===== src/rtl/peri_timer_irq_pkg.sv =====
// Shared definitions for the peripheral timer/interrupt block: register map,
// CTRL bit positions, handshake FSM encoding and a byte-strobe merge helper.
package peri_timer_irq_pkg;

    localparam logic [4:0] OFF_CTRL      = 5'h00;
    localparam logic [4:0] OFF_LOAD      = 5'h04;
    localparam logic [4:0] OFF_COUNT     = 5'h08;
    localparam logic [4:0] OFF_STATUS    = 5'h0C;
    localparam logic [4:0] OFF_SWIRQ_SET = 5'h10;
    localparam logic [4:0] OFF_SWIRQ_CLR = 5'h14;

    localparam logic [31:0] WIN_BYTES = 32'd32;

    localparam int CTRL_EN          = 0;
    localparam int CTRL_AUTO_RELOAD = 1;
    localparam int CTRL_IRQ_EN      = 2;
    localparam int CTRL_W           = 3;

    typedef enum logic [1:0] {
        ST_IDLE = 2'd0,
        ST_ACK  = 2'd1,
        ST_GAP  = 2'd2
    } hs_state_t;

    function automatic logic [31:0] strb_merge(input logic [31:0] cur,
                                               input logic [31:0] wd,
                                               input logic [3:0]  strb);
        logic [31:0] res;
        res = cur;
        for (int b = 0; b < 4; b++) begin
            if (strb[b]) res[b*8 +: 8] = wd[b*8 +: 8];
        end
        return res;
    endfunction

endpackage


===== src/rtl/peri_timer_core.sv =====
// Free-running timer: COUNT increments while enabled, matches against LOAD,
// then either reloads to 0 or stops. Bus writes override the timer step.
module peri_timer_core
    import peri_timer_irq_pkg::*;
(
    input  logic              clk,
    input  logic              resetn,
    input  logic              ctrl_we,
    input  logic              load_we,
    input  logic              count_we,
    input  logic              pend_clr,
    input  logic [31:0]       wdata,
    input  logic [3:0]        wstrb,
    output logic [CTRL_W-1:0] ctrl,
    output logic [31:0]       load,
    output logic [31:0]       count,
    output logic              pend
);

    logic [CTRL_W-1:0] ctrl_nxt;
    logic [31:0]       count_nxt;
    logic              pend_set;

    always_comb begin
        ctrl_nxt  = ctrl;
        count_nxt = count;
        pend_set  = 1'b0;
        if (ctrl[CTRL_EN]) begin
            if (count == load) begin
                pend_set = 1'b1;
                if (ctrl[CTRL_AUTO_RELOAD]) count_nxt = '0;
                else                        ctrl_nxt[CTRL_EN] = 1'b0;
            end else begin
                count_nxt = count + 32'd1;
            end
        end
        // all CTRL bits live in byte lane 0
        if (ctrl_we && wstrb[0]) ctrl_nxt  = wdata[CTRL_W-1:0];
        else if (ctrl_we)        ctrl_nxt  = ctrl;
        if (count_we)            count_nxt = strb_merge(count, wdata, wstrb);
    end

    always_ff @(posedge clk or negedge resetn) begin
        if (!resetn) begin
            ctrl  <= '0;
            load  <= '0;
            count <= '0;
            pend  <= 1'b0;
        end else begin
            ctrl  <= ctrl_nxt;
            count <= count_nxt;
            if (load_we) load <= strb_merge(load, wdata, wstrb);
            // an expiry in the same cycle as a clear keeps PEND set
            pend  <= pend_set | (pend & ~pend_clr);
        end
    end

endmodule


===== src/rtl/peri_timer_irq.sv =====
// Memory-mapped timer and software interrupt controller with an
// IDLE/ACK/GAP request handshake and a registered interrupt bitmap.
module peri_timer_irq
    import peri_timer_irq_pkg::*;
#(
    parameter logic [31:0] BASE_ADDR     = 32'h1000_0000,
    parameter int unsigned TIMER_IRQ_BIT = 4
) (
    input  logic        clk,
    input  logic        resetn,
    input  logic        peri_rden,
    input  logic        peri_wren,
    input  logic [31:0] peri_addr,
    input  logic [31:0] peri_wdata,
    input  logic [3:0]  peri_wstrb,
    output logic [31:0] peri_rdata,
    output logic        peri_ready,
    output logic [31:0] irq_bitmap
);

    hs_state_t         state, state_nxt;
    logic [31:0]       off, rd_val, sw_pend, irq_nxt, wmask;
    logic [31:0]       tmr_load, tmr_count;
    logic [CTRL_W-1:0] tmr_ctrl;
    logic              tmr_pend;
    logic [4:0]        reg_off;
    logic              qual, in_win, accept, wr;
    logic              ctrl_we, load_we, count_we, pend_clr, sw_set_we, sw_clr_we;

    // top nibble 0 belongs to main memory and is never acknowledged here
    assign qual    = |peri_addr[31:28];
    assign off     = peri_addr - BASE_ADDR;
    assign in_win  = off < WIN_BYTES;
    assign reg_off = {off[4:2], 2'b00};
    assign accept  = (state == ST_IDLE) && (peri_rden || peri_wren) && qual;
    assign wr      = accept && peri_wren && in_win;
    assign wmask   = {{8{peri_wstrb[3]}}, {8{peri_wstrb[2]}},
                      {8{peri_wstrb[1]}}, {8{peri_wstrb[0]}}};

    assign ctrl_we   = wr && (reg_off == OFF_CTRL);
    assign load_we   = wr && (reg_off == OFF_LOAD);
    assign count_we  = wr && (reg_off == OFF_COUNT);
    assign pend_clr  = wr && (reg_off == OFF_STATUS) && peri_wstrb[0] && peri_wdata[0];
    assign sw_set_we = wr && (reg_off == OFF_SWIRQ_SET);
    assign sw_clr_we = wr && (reg_off == OFF_SWIRQ_CLR);

    peri_timer_core u_core (
        .clk      (clk),
        .resetn   (resetn),
        .ctrl_we  (ctrl_we),
        .load_we  (load_we),
        .count_we (count_we),
        .pend_clr (pend_clr),
        .wdata    (peri_wdata),
        .wstrb    (peri_wstrb),
        .ctrl     (tmr_ctrl),
        .load     (tmr_load),
        .count    (tmr_count),
        .pend     (tmr_pend)
    );

    always_comb begin
        state_nxt = state;
        case (state)
            ST_IDLE: if (accept) state_nxt = ST_ACK;
            ST_ACK:  state_nxt = ST_GAP;
            ST_GAP:  state_nxt = ST_IDLE;
            default: state_nxt = ST_IDLE;
        endcase
    end

    always_comb begin
        rd_val = '0;
        if (in_win) begin
            case (reg_off)
                OFF_CTRL:      rd_val = {{(32-CTRL_W){1'b0}}, tmr_ctrl};
                OFF_LOAD:      rd_val = tmr_load;
                OFF_COUNT:     rd_val = tmr_count;
                OFF_STATUS:    rd_val = {31'b0, tmr_pend};
                OFF_SWIRQ_SET: rd_val = sw_pend;
                OFF_SWIRQ_CLR: rd_val = sw_pend;
                default:       rd_val = '0;
            endcase
        end
    end

    always_comb begin
        irq_nxt                = sw_pend;
        irq_nxt[TIMER_IRQ_BIT] = tmr_pend & tmr_ctrl[CTRL_IRQ_EN];
        irq_nxt[2:0]           = 3'b0;
    end

    always_ff @(posedge clk or negedge resetn) begin
        if (!resetn) begin
            state      <= ST_IDLE;
            peri_rdata <= '0;
            sw_pend    <= '0;
            irq_bitmap <= '0;
        end else begin
            state      <= state_nxt;
            peri_rdata <= (accept && peri_rden) ? rd_val : 32'd0;
            irq_bitmap <= irq_nxt;
            if (sw_set_we)      sw_pend <= sw_pend | (peri_wdata & wmask);
            else if (sw_clr_we) sw_pend <= sw_pend & ~(peri_wdata & wmask);
        end
    end

    assign peri_ready = (state == ST_ACK);

endmodule


===== config.mk =====
export PLATFORM = sky130hd
export DESIGN_NAME = peri_timer_irq
export DESIGN_NICKNAME = d
export VERILOG_FILES = /design/src/rtl/peri_timer_irq_pkg.sv /design/src/rtl/peri_timer_core.sv /design/src/rtl/peri_timer_irq.sv
export SDC_FILE = /design/constraint.sdc
export NUM_CORES = 1
export LEC_CHECK = 0
export CAP_MARGIN = 20
export CORE_MARGIN = 8
export CORE_UTILIZATION = 54
export CTS_CLUSTER_SIZE = 20
export DETAILED_ROUTE_END_ITERATION = 10
export HOLD_SLACK_MARGIN = 0.1
export PLACE_DENSITY = 0.85
export SLEW_MARGIN = 20
export SYNTH_ARGS = -nofsm -noshare
export SYNTH_HDL_FRONTEND = slang
export SYNTH_HIERARCHICAL = 1
export SYNTH_SLANG_ARGS = --single-unit

===== constraint.sdc =====
create_clock -name clk -period 3.9 [get_ports clk]
set_input_delay 0.585 -clock clk [delete_from_list [all_inputs] [get_ports clk]]
set_output_delay 0.585 -clock clk [all_outputs]
set_load 0.01 [all_outputs]

* Yosys cells after proc, flatten, opt, wreduce, memory -nomap -nowiden
Index checks and enable logic that the tools add are counted.
** Word-level totals
- Word-level logic and storage cells :: 91
- Input bits :: 72
- Flip-flop bits (word level) :: 163
** Cells by class
- $add $sub $neg :: 2
- Multiplexer cells :: 22
- Magnitude comparators :: 1
- Reduce and logical (&&, ||, !) cells :: 29
- Bitwise operators :: 8
- Equality and inequality tests :: 14
** Operators with widths (count)
- 32-bit two-way mux :: 8
- 32-bit one-hot mux with 5 select lines :: 1
- 32-bit AND :: 2
- 32-bit by 1-bit adder with 32-bit output (second input constant) :: 1
- 32-bit == test :: 1
- 32-bit by 6-bit less-than comparator with 1-bit output (second input constant) :: 1
- 8-bit two-way mux :: 4
- 32-bit NOT :: 1
- 32-bit OR :: 1
- 32-bit by 29-bit subtractor with 32-bit output (second input constant) :: 1
- 1-bit logical AND :: 14
- 2-bit != test (second input constant) :: 6
- 3-bit AND reduction :: 4
- 2-bit AND reduction :: 4
- 3-bit by 2-bit == test with 1-bit output (second input constant) :: 2
- 3-bit == test (second input constant) :: 2
- 1-bit two-way mux :: 6
- 5-bit logical NOT :: 1
- 2-bit one-hot mux with 2 select lines :: 1
- 2-bit nonzero test :: 2
- 4-bit OR reduction :: 1
- 3-bit by 1-bit == test with 1-bit output (second input constant) :: 1
- 3-bit two-way mux :: 1
- 3-bit by 2-bit != test with 1-bit output (second input constant) :: 1
- other kinds (8) :: 9

* Depth between registers and ports, before layout
Gate-level depths: netlist of the first run.
- Word-level depth :: 11
- Depth in mapped cells :: 11
- Depth with buffers taken out :: 10

* Modules after synthesis
The synthesis of the first run kept the hierarchy.
** Modules (own cells, without submodules)
- peri_timer_irq :: area an instance 4152.7 um^2, instances 1, sequential area each 2377.3 um^2, cells an instance 393
- peri_timer_core :: area an instance 3985.1 um^2, instances 1, sequential area each 1701.6 um^2, cells an instance 385

* Worst setup path after synthesis of the first run
No wires, ideal clock.
- Path kind :: in2reg
- Start point :: input port peri_addr[3]
- End point :: register u_core.count[21]
- Buffers on the path :: 4
- Data arrival time :: 3.099 ns
- Library setup time :: 0.121 ns
- Required time :: 3.779 ns
- Path slack :: 0.680 ns
- Stages :: 11
- Cells stage by stage :: clkbuf_1 -> nor3b_1 -> clkbuf_1 -> inv_1 -> nor2_1 -> buf_1 -> mux2i_1 -> a31oi_1 -> buf_4 -> o21ai_0 -> a22o_1
** Between the ends
- Word-level cells in the longest chain between the ends :: 6
- Elaborated cells on any way between the ends :: 10
- Classes of those cells :: add/sub (1); order compare (1); eq/ne (3); mux (1); reduce/logical (4)
** RTL lines
- start: declaration :: RTL line peri_timer_irq.sv:13 : input logic [31:0] peri_addr,
- 32-bit by 29-bit subtractor with 32-bit output * :: RTL line peri_timer_irq.sv:32 : assign off = peri_addr - BASE_ADDR;
- 32-bit by 6-bit less-than comparator with 1-bit output :: RTL line peri_timer_irq.sv:33 : assign in_win = off < WIN_BYTES;
- 1-bit logical AND :: RTL line peri_timer_irq.sv:36 : assign wr = accept && peri_wren && in_win;
- 1-bit logical AND * :: RTL line peri_timer_irq.sv:42 : assign count_we = wr && (reg_off == OFF_COUNT);
- net count_we :: RTL line peri_timer_irq.sv:28 : logic ctrl_we, load_we, count_we, pend_clr, sw_set_we, sw_clr_we;
- 3-bit by 2-bit != test with 1-bit output (no source line), or another cell as far along
- 3-bit AND reduction (no source line)
- end signal: assignment :: RTL line peri_timer_core.sv:51 : count <= count_nxt;
- end: declaration :: RTL line peri_timer_core.sv:16 : output logic [31:0] count,
The timed path passes the listed nets; every way through them passes the cells marked *.
A chain may end at the register's enable or synchronous reset.

* Final worst setup path of the first run
- Start point :: input port peri_addr[30]
- End point :: register u_core.count[24]
** Between the ends
- Word-level cells in the longest chain between the ends :: 7
- Elaborated cells on any way between the ends :: 12
- Classes of those cells :: add/sub (1); order compare (1); eq/ne (2); mux (1); reduce/logical (7)
** RTL lines (RTL line)
- branches (longest 3 deep; another with 32-bit by 29-bit subtractor with 32-bit output)
- 1-bit logical AND * :: peri_timer_irq.sv:36
- 1-bit logical AND * :: peri_timer_irq.sv:42
- net count_we :: peri_timer_irq.sv:28
- 3-bit by 2-bit != test with 1-bit output (no source line), or another cell as far along
- 3-bit AND reduction (no source line)
Mark *: on every way through the listed nets, which the timed path passes.

==> qor.csv, run 1 <==
stage;metric;value;unit
run_status;outcome;finished clean;
logic_synthesis;mux share of post-synthesis cell area;9.886;%
global_route;first-pass GRT wire length;35.32;mm
run;max cap viols;0;
cells_and_area;Layout Cells excl Fill;1115;
clock_tree;Num CTS Buffers;17;
placement;I/O Buffers;131;
logic_synthesis;Post-synth EDFFs;0;
cells_and_area;layout cell share with drive strength beyond 1;13.28;%
clock_tree;clk buf depth;2;
clock_tree;Clock Tree Root;clkbuf_16;
logic_synthesis;Post-Synth Adder-Cell Area;0.1538;%
sta;clock skew;0.01041;ns
critical_path;reg2reg end;u_core/count[24];
sta;Max Fclk;317.5;MHz
clock_tree;post-CTS setup buffers;0;
critical_path;Worst Path Max Fanout;42;
critical_path;Cell Chain, Critical Path;clkdlybuf4s50_1 > nor4_4 > nand2_1 > nor3_2 > nand3_1 > nor2_2 > buf_4 > a21o_4 > o21ai_0 > a22o_1;
critical_path;r2r startpoint;u_core/count[25];
min_path;Hold Crit Class;in -> async;
sta;period utilization;80.76;%
logic_synthesis;largest family of logic cells by synthesized area;simple AND/OR/NAND/NOR gates;
critical_path;Worst Reg-to-Reg Cells;6;
clock_tree;clk_lat worst skew;0.43;ns
critical_path;CP Launch Type;input port;
logic_synthesis;Ys Warns;6;
routing;DR vias;6663;
logic_synthesis;ys flop type;dfrtp_1;
clock_tree;H-Tree Depth;4;
logic_synthesis;Mapped Area;8138;sq um
placement;RePlAce Congestion;0.9539;
floorplan;Die Width;138.8;microns
cells_and_area;Final nets;986;
floorplan;initial core utilization;54.34;%
cells_and_area;area grow syn2layout;25.71;%
global_route;largest net degree at the start of global routing;92;
routing;antenna-violating nets left;0;
floorplan;Rows;45;
clock_tree;PostCTS Resize Cnt;0;
power_and_ir_drop;VDD IR max;0.0002824;V
sta;setup TNS;0;ns
critical_path;CP max stage delay;0.46;ns
clock_tree;CTS Sinks;163;
sta;Max Slew Vio Count;0;
logic_synthesis;XOR/XNOR Fraction of Synth Area;3.444;%
logic_synthesis;Yosys reg bits;163;
clock_tree;CTS Hold Bufs;0;
critical_path;Setup Crit Path Kind;in -> reg;
routing;DR WL/cell;19.37;microns
power_and_ir_drop;Leak;4.776;nW
critical_path;CP max stage cell;clkdlybuf4s50_1;
global_route;vias in the first global route;6713;
logic_synthesis;Syn Area/Cell;10.46;sq um
sta;final setup violation count;0;
critical_path;critical path launch point;peri_addr[30];
routing;# DRC;0;
placement;placed cells;1082;
critical_path;crit end category;flop;
critical_path;worst reg-to-reg setup slack;1.13;ns
floorplan;Die Y;138.8;microns
sta;Slew headroom;46.03;%
routing;Routed WL;21.59;mm
power_and_ir_drop;Pwr Density;349.0;nW/um^2
logic_synthesis;post-synthesis sequential area ratio;50.12;%
global_route;remaining global-route overflow;0;
logic_synthesis;area fraction in compound gates after synthesis;14.87;%
logic_synthesis;Cells after Synth;778;
critical_path;Arr. time, crit path;3.47;ns
routing;average vias per placed instance;5.976;
routing;Initial DRC Count;693;
logic_synthesis;Synth cell types;59;
routing;first-pass detailed-route iteration total;5;
logic_synthesis;Synth Area in Simple Gates;16.53;%
floorplan;die area;19250;sq um
logic_synthesis;Post-synth ARST share;100.0;%
placement;dpl hpwl;15.17;mm
global_route;antenna violations before repair;1;
sta;Final min period;3.150;ns
clock_tree;CTS tree;done;
global_route;All-Layer GR Usage;22.79;%
floorplan;I/O pins;137;
clock_tree;clock-pin slew on the worst setup and hold paths;0.06;ns
cells_and_area;filler instances;1125;
floorplan;area of the core;14980;sq um
sta;RSZ-0062 raised after global routing;no;
sta;Hold Fails Final Rpt;0;
critical_path;WP data required;4.22;ns
sta;Slew @ Worst Pin;0.8095;ns
stage by stage:
| stage | utilization, % | instance area, sq um | total power, mW | hold WS [ns] | worst slack, ns |
|---|---|---|---|---|---|
| final | 68.30 | 10230 | 3.570 | 0.2271 | 0.7503 |
| after global routing | 68.30 | 10230 | 3.696 | 0.2845 | 0.5635 |
| after CTS | 68.29 | 10230 | 3.597 | 0.2489 | 0.8119 |
| after detailed placement | 64.53 | 9664 | 2.014 | 0.3911 | 0.3624 |
| after global placement | 64.53 | 9664 | 2.010 | 0.3908 | 0.4168 |
| after floorplan | - | 8145 | 1.844 | 0.2894 | 0.6800 |
cell type report:
cell class              count  area (sq um)  share of cell area, %
flip-flops and latches    163          4079                  39.87
well taps                 188         235.2                  2.299
repair buffers            155          1493                  14.59
clock inverters            11         102.6                  1.003
clock buffers              21         460.4                  4.501
inverters                  49         183.9                  1.798
diodes                      1         2.502                0.02446
multi-input cells         527          3674                  35.91
logic make-up after synthesis:
| family | after synthesis |
|---|---|
| buffers and inverters | 90 |
| flip-flops | 163 |
| other | 1 |
| multiplexers | 76 |
| XOR/XNOR | 32 |
| adder cells (fa/ha/maj) | 1 |
| AO/OA/AOI/OAI | 167 |
| AND/OR/NAND/NOR | 248 |
where the power goes:
group | total (mW) | switching, mW | internal, mW | leakage (nW)
logic | 0.277 | 0.155 | 0.123 | 2.57
registers | 1.71 | 0.00587 | 1.70 | 1.93
clock network | 1.59 | 0.672 | 0.914 | 0.270
total | 3.57 | 0.832 | 2.74 | 4.78
per-layer routing:
layer | routed length [microns] | GRT usage [%] | vias up
met1 | 9271 | 29.60 | 3291
met5 | 0 | 0 | -
li1 | - | - | 3027
met2 | 10270 | 35.68 | 291
met3 | 1464 | 5.749 | 54
met4 | 588 | 9.590 | 0
synthesized netlist by cell type, types with 19 or more instances:
library cell  count  area, sq um
dfrtp_1         163         4079
mux2i_1          41        410.4
clkbuf_1         19        71.32
mux2_2           35        394.1
o21ai_0          21        105.1
a22oi_1          30        225.2
inv_1            49        183.9
nand2_1          84        315.3
xor2_1           32        280.3
a22o_1           26        227.7
a21oi_1          39        195.2
nor2_1           88        330.3
worst max-delay path by stage:
stage | to | slack, ns
after floorplan | u_core/count[21] | 0.68
after global placement | u_core/count[16] | 0.42
after detailed placement | u_core/count[23] | 0.36
after CTS | u_core/count[21] | 0.81
after global routing | u_core/count[25] | 0.56
final | u_core/count[24] | 0.75
placed cells by master (no fill, tap or decap), drive strengths merged, types with 9 or more instances in the layout:
| cell type | Yosys | routed |
|---|---|---|
| a21oi | 40 | 40 |
| a22o | 26 | 26 |
| a22oi | 30 | 30 |
| buf | 22 | 25 |
| clkbuf | 19 | 21 |
| clkdlybuf4s50 | 0 | 130 |
| dfrtp | 163 | 163 |
| inv | 49 | 52 |
| mux2 | 35 | 35 |
| mux2i | 41 | 41 |
| nand2 | 84 | 84 |
| nand4 | 9 | 9 |
| nor2 | 88 | 88 |
| nor4 | 21 | 21 |
| o21ai | 22 | 22 |
| o31ai | 11 | 11 |
| xor2 | 32 | 32 |
worst max-delay path: cells and delay by family:
| family | cells | cell delay (ns) |
|---|---|---|
| AO/OA/AOI/OAI | 3 | 0.86 |
| AND/OR/NAND/NOR | 5 | 1.22 |
| buffers and inverters | 2 | 0.79 |
Power figures use the tool's default switching activity.
==> inputs of run 2 (changes only) <==
CORE_UTILIZATION = 48   (was 54)
PLACE_DENSITY = 0.8   (was 0.85)
clock period = 2.8 ns   (was 3.9 ns; I/O delays follow)
==> run 2 against run 1 <==
Net effect:
- die area grew 11%
- design area grew 4.0%
- non-clock buffer count grew 37
- core utilization shrank 4.1 points
- clock-buffer cell count shrank 4
- combinational power grew 45%
- sequential cell count is the same
- cell count grew 6.1%
- critical path type is now reg -> reg
- largest cell class unchanged
- largest power group unchanged
- highest routed layer unchanged
==> qor.csv, run 2 (synthesis gave the netlist of run 1 again) <==
stage;metric;value;unit;change
placement;I/O Buffers;131;;unchanged
sta;clock skew;0.01210;ns;+0.001694 ns
power_and_ir_drop;Pwr Density;472.6;nW/um^2;+35%
global_route;first-pass GRT wire length;36.57;mm;+3.5%
routing;DR WL/cell;18.89;microns;-2.4%
power_and_ir_drop;VDD IR max;0.0004416;V;+56%
cells_and_area;filler instances;1295;;+15%
routing;average vias per placed instance;5.745;;-3.9%
cells_and_area;commonest cells after routing, fill and taps aside;dfrtp_1 (163), clkdlybuf4s50_1 (130), nor2_1 (87);;
sta;Max Slew Vio Count;0;;unchanged
critical_path;Setup Crit Path Kind;reg -> reg;;
clock_tree;clk buf depth;2;;unchanged
critical_path;WP data required;3.16;ns;-1.06 ns
run_status;outcome;finished clean;;
global_route;remaining global-route overflow;0;;unchanged
min_path;Hold Crit Class;reg -> reg;;
critical_path;CP max stage cell;or3_1;;
power_and_ir_drop;P_int;3.726;mW;+36%
placement;worst slack at placement;-0.2738;ns;-0.6362 ns
cells_and_area;layout cell share with drive strength beyond 1;16.82;%;+3.5 points
floorplan;Rows;47;;+4.4%
routing;Routed WL;22.35;mm;+3.5%
clock_tree;clk_lat worst skew;0.44;ns;about the same
critical_path;crit end category;flop;;
run;max cap viols;0;;unchanged
power_and_ir_drop;Combinational Power Share;8.0;%;+0.2 points
sta;WHS;0.3948;ns;+0.1677 ns
power_and_ir_drop;sequential fraction of design power;47.2;%;-0.6 points
sta;Hold Fails Final Rpt;0;;unchanged
floorplan;Die Y;146.2;microns;+5.4%
clock_tree;CTS Sinks;163;;unchanged
placement;RePlAce Congestion;0.8698;;-8.8%
critical_path;CP max stage delay;0.60;ns;+0.14 ns
power_and_ir_drop;P_sw;1.303;mW;+57%
sta;Final min period;2.675;ns;
power_and_ir_drop;clock power share;44.8;%;+0.4 points
sta;Slew headroom;59.54;%;+14 points
clock_tree;Clock Tree Root;clkbuf_16;;
floorplan;die area;21380;sq um;+11%
cells_and_area;Final nets;1023;;+3.8%
critical_path;CP Launch Type;flop;;
cells_and_area;ANT cells;0;;-1
cells_and_area;most common cell after layout, fill and taps aside;dfrtp_1;;
placement;dpl hpwl;15.91;mm;+4.9%
routing;Initial DRC Count;668;;-3.6%
global_route;All-Layer GR Usage;21.01;%;-1.8 points
sta;final setup violation count;0;;unchanged
clock_tree;H-Tree Depth;4;;unchanged
routing;# DRC;0;;unchanged
clock_tree;clock-pin slew on the worst setup and hold paths;0.07;ns;about the same
routing;antenna-violating nets left;0;;unchanged
critical_path;Worst Path Max Fanout;7;;-83%
global_route;largest net degree at the start of global routing;63;;-32%
power_and_ir_drop;Switching Share;25.92;%;+2.6 points
floorplan;I/O pins;137;;unchanged
routing;first-pass detailed-route iteration total;6;;+1
power_and_ir_drop;total power;5.029;mW;+41%
sta;setup TNS;0;ns;unchanged
sta;Slew @ Worst Pin;0.6069;ns;-0.2026 ns
sta;final worst slack;0.1248;ns;-0.6255 ns
cells_and_area;fin util;64.16;%;-4.1 points
global_route;vias in the first global route;7048;;+5.0%
critical_path;Cell Chain, Critical Path;ha_1 > nand3_2 > or3_1 > nor4_1 > nand3_1 > o31ai_1 > o2bb2ai_1;;
critical_path;Arr. time, crit path;3.04;ns;-0.43 ns
clock_tree;CTS tree;done;;
floorplan;initial core utilization;49.07;%;-5.3 points
cells_and_area;area grow syn2layout;30.75;%;
sta;period utilization;95.54;%;
floorplan;Die Width;146.2;microns;+5.4%
power_and_ir_drop;Leak;4.998;nW;+4.6%
global_route;antenna violations before repair;0;;-1
clock_tree;Num CTS Buffers;17;;unchanged
sta;Max Fclk;373.8;MHz;
floorplan;area of the core;16580;sq um;+11%
routing;DR vias;6796;;+2.0%
==> run 2: final timing paths <==
kind | from | to | slack (ns) | cells past startpoint
max | u_core/count[0] | u_core/count[28] | 0.12 | 7
min | flop | irq_bitmap[14] | 0.39 | 0
max reg2reg | u_core/count[0] | u_core/count[28] | 0.12 | 7
min reg2reg | flop | irq_bitmap[14] | 0.39 | 0
max in group asynchronous | resetn | u_core/load[4] | 1.47 | 3
min in group asynchronous | resetn | u_core/count[28] | 0.55 | 2
==> run 2: critical path, delay by kind of cell, from the launching register on <==
family,cells,cell delay (ns)
DFF,1,0.48
AOI/OAI and AO/OA,2,0.39
and+or+nand+nor,4,1.46
adders and majority gates,1,0.26
==> run 2: cell type report <==
type / instances / area (sq um) / area share (%)
tap: 220 / 275.3 / 2.587
sequential: 163 / 4079 / 38.33
inverter: 49 / 183.9 / 1.729
multi-input combinational: 527 / 3686 / 34.64
timing repair buffer: 192 / 1852 / 17.40
clock inverter: 15 / 138.9 / 1.305
clock buffer: 17 / 425.4 / 3.998
==> run 2: stage by stage <==
stage / instance area (sq um) / std cells
after floorplan: 8152 / 780
after global placement: 10040 / 1148
after detailed placement: 10040 / 1148
after CTS: 10620 / 1181
after global routing: 10640 / 1183
final: 10640 / 1183
==> run 2: layer usage <==
layer / GRT usage [%] / vias to the layer above / part of all wire (%)
met4: 7.625 / 0 / 2.4
met3: 4.913 / 43 / 7.7
met5: 0 / - / 0
met1: 26.69 / 3321 / 42
met2: 34.38 / 334 / 48
li1: - / 3098 / -
==> run 2: power groups by stage <==
stage / sequential [mW] / combinational [mW] / clock [mW]
6_report: 2.37 / 0.401 / 2.25
5_1_grt: 2.37 / 0.437 / 2.37
4_1_cts: 2.37 / 0.405 / 2.29
3_5_place_dp: 2.42 / 0.401 / 0
3_3_place_gp: 2.42 / 0.396 / 0
2_1_floorplan: 2.42 / 0.150 / 0
==> run 2: timing repair <==
action                     4_1_cts  5_1_grt
setup buffers                    0        1
setup endpoints to repair        0        3
hold endpoints to repair        58        0
hold buffers                     1        0
resized for setup                0        1
==> inputs of run 3 (changes only) <==
PLACE_DENSITY = default   (was 0.8)
PLACE_DENSITY_LB_ADDON = 0.05   (was default)
==> run 3 against run 2 <==
Net effect:
- die area unchanged
- sequential power about the same
- critical endpoint is now u_core/load[31]
- combinational power about the same
- design area increased by 0.27%
- total power increased by 1.8%
- critical path depth increased by 3
- setup slack got worse by 0.027 ns
==> qor.csv, run 3 (synthesis gave the netlist of run 1 again) <==
stage;metric;value;unit;change
placement;worst slack at placement;-0.3335;ns;-0.05963 ns
clock_tree;CTS tree;done;;
critical_path;CP Launch Type;input port;;
routing;# DRC;0;;unchanged
min_path;Hold Crit Class;reg -> reg;;
sta;Hold Fails Final Rpt;0;;unchanged
placement;placed cells;1147;;-0.087%
global_route;remaining global-route overflow;0;;unchanged
global_route;vias in the first global route;6970;;-1.1%
clock_tree;CTS Sinks;163;;unchanged
sta;Slew @ Worst Pin;0.5671;ns;-0.03982 ns
cells_and_area;ANT cells;0;;unchanged
clock_tree;H-Tree Depth;4;;unchanged
critical_path;Arr. time, crit path;3.01;ns;-0.03 ns
sta;Max Fclk;370.1;MHz;-1.0%
critical_path;CP max stage cell;clkdlybuf4s50_1;;
routing;Routed WL;23.24;mm;+4.0%
critical_path;CP max stage delay;0.53;ns;-0.07 ns
global_route;antenna violations before repair;0;;unchanged
critical_path;WP data required;3.11;ns;-0.05 ns
sta;Final min period;2.702;ns;+0.02710 ns
cells_and_area;most common cell after layout, fill and taps aside;dfrtp_1;;
critical_path;r2r startpoint;u_core/count[12];;
placement;I/O Buffers;131;;unchanged
global_route;All-Layer GR Usage;22.12;%;+1.1 points
floorplan;Die Y;146.2;microns;unchanged
sta;WHS;0.4051;ns;+0.01032 ns
clock_tree;clk buf depth;2;;unchanged
cells_and_area;Final nets;1021;;-0.20%
floorplan;die area;21380;sq um;unchanged
critical_path;critical path launch point;peri_addr[30];;
cells_and_area;Layout Cells excl Fill;1180;;-0.25%
placement;Cell Area, Placed;10050;sq um;+0.11%
global_route;largest net degree at the start of global routing;56;;-11%
critical_path;Setup Crit Path Kind;in -> reg;;
power_and_ir_drop;total power;5.117;mW;+1.8%
routing;DR WL/cell;19.69;microns;+4.3%
critical_path;Top delay family on crit path;simple AND/OR/NAND/NOR gates;;
floorplan;Die Width;146.2;microns;unchanged
cells_and_area;layout cell share with drive strength beyond 1;16.56;%;-0.26 points
sta;final setup violation count;0;;unchanged
sta;final worst slack;0.09770;ns;-0.02710 ns
critical_path;crit end category;flop;;
sta;Max Slew Vio Count;0;;unchanged
sta;Slew headroom;61.84;%;+2.3 points
power_and_ir_drop;Leak;4.999;nW;about the same
sta;clock skew;0.008413;ns;-0.003689 ns
run;max cap viols;0;;unchanged
floorplan;initial core utilization;49.07;%;unchanged
sta;setup TNS;0;ns;unchanged
power_and_ir_drop;Pwr Density;479.6;nW/um^2;+1.5%
routing;first-pass detailed-route iteration total;5;;-1
cells_and_area;fin util;64.34;%;+0.17 points
critical_path;Cell Chain, Critical Path;clkdlybuf4s50_1 > nor2_1 > a211o_2 > nor3_2 > buf_4 > nand2_1 > nor4b_1 > buf_4 > nand2_1 > mux2_2;;
cells_and_area;design area;10670;sq um;+0.27%
floorplan;I/O pins;137;;unchanged
clock_tree;Num CTS Buffers;17;;unchanged
routing;antenna-violating nets left;0;;unchanged
cells_and_area;area grow syn2layout;31.10;%;
floorplan;Rows;47;;unchanged
routing;DR vias;6667;;-1.9%
sta;period utilization;96.51;%;+0.97 points
floorplan;area of the core;16580;sq um;unchanged
cells_and_area;commonest cells after routing, fill and taps aside;dfrtp_1 (163), clkdlybuf4s50_1 (130), nor2_1 (87);;
cells_and_area;filler instances;1377;;+6.3%
run_status;outcome;finished clean;;
power_and_ir_drop;VDD IR max;0.0004401;V;-0.33%
global_route;first-pass GRT wire length;37.84;mm;+3.5%
placement;dpl hpwl;16.80;mm;+5.6%
placement;RePlAce Congestion;0.8612;;-0.99%
sta;RSZ-0062 raised after global routing;no;;
clock_tree;clock-pin slew on the worst setup and hold paths;0.06;ns;about the same
routing;average vias per placed instance;5.650;;-1.6%
routing;Initial DRC Count;558;;-16%
clock_tree;clk_lat worst skew;0.43;ns;about the same
critical_path;CP bufs+invs;3;;+3
clock_tree;Clock Tree Root;clkbuf_16;;
critical_path;Worst Path Max Fanout;8;;+1
==> run 3: path summary, 6_finish.rpt <==
path | end | slack [ns] | cells after the start
worst max-delay path | u_core/load[31] | 0.1 | 10
worst min-delay path | irq_bitmap[21] | 0.41 | 0
min in group asynchronous | irq_bitmap[24] | 0.48 | 2
max in group asynchronous | u_core/load[9] | 1.52 | 3
worst min register to register | irq_bitmap[21] | 0.41 | 0
worst max register to register | u_core/count[6] | 0.15 | 9
==> run 3: what timing repair did <==
item | 4_1_cts | 5_1_grt
setup buffers | 0 | 1
endpoints found under the setup margin | 0 | 12
hold endpoints to repair | 40 | 0
hold buffers | 1 | 0
resized for setup | 0 | 2
==> run 3: area by class of cell <==
cell class	instances	area (sq um)	share of cell area, %
inverters	49	183.9	1.724
clock inverters	13	150.1	1.407
clock buffers	18	439.2	4.116
flip-flops and latches	163	4079	38.23
multi-input cells	527	3684	34.53
repair buffers	190	1858	17.42
well taps	220	275.3	2.580
==> run 3: where the power goes <==
group / internal, mW / total (mW) / switching, mW
registers: 2.37 / 2.38 / 0.00902
logic: 0.180 / 0.401 / 0.221
clock network: 1.35 / 2.34 / 0.994
==> run 3: layer usage <==
layer | up-vias | part of all wire [%] | global-route usage [%]
met3 | 24 | 5.5 | 4.821
li1 | 3090 | - | -
met4 | 0 | 1.8 | 6.852
met5 | - | 0 | 0
met2 | 224 | 49 | 36.83
met1 | 3329 | 44 | 28.22
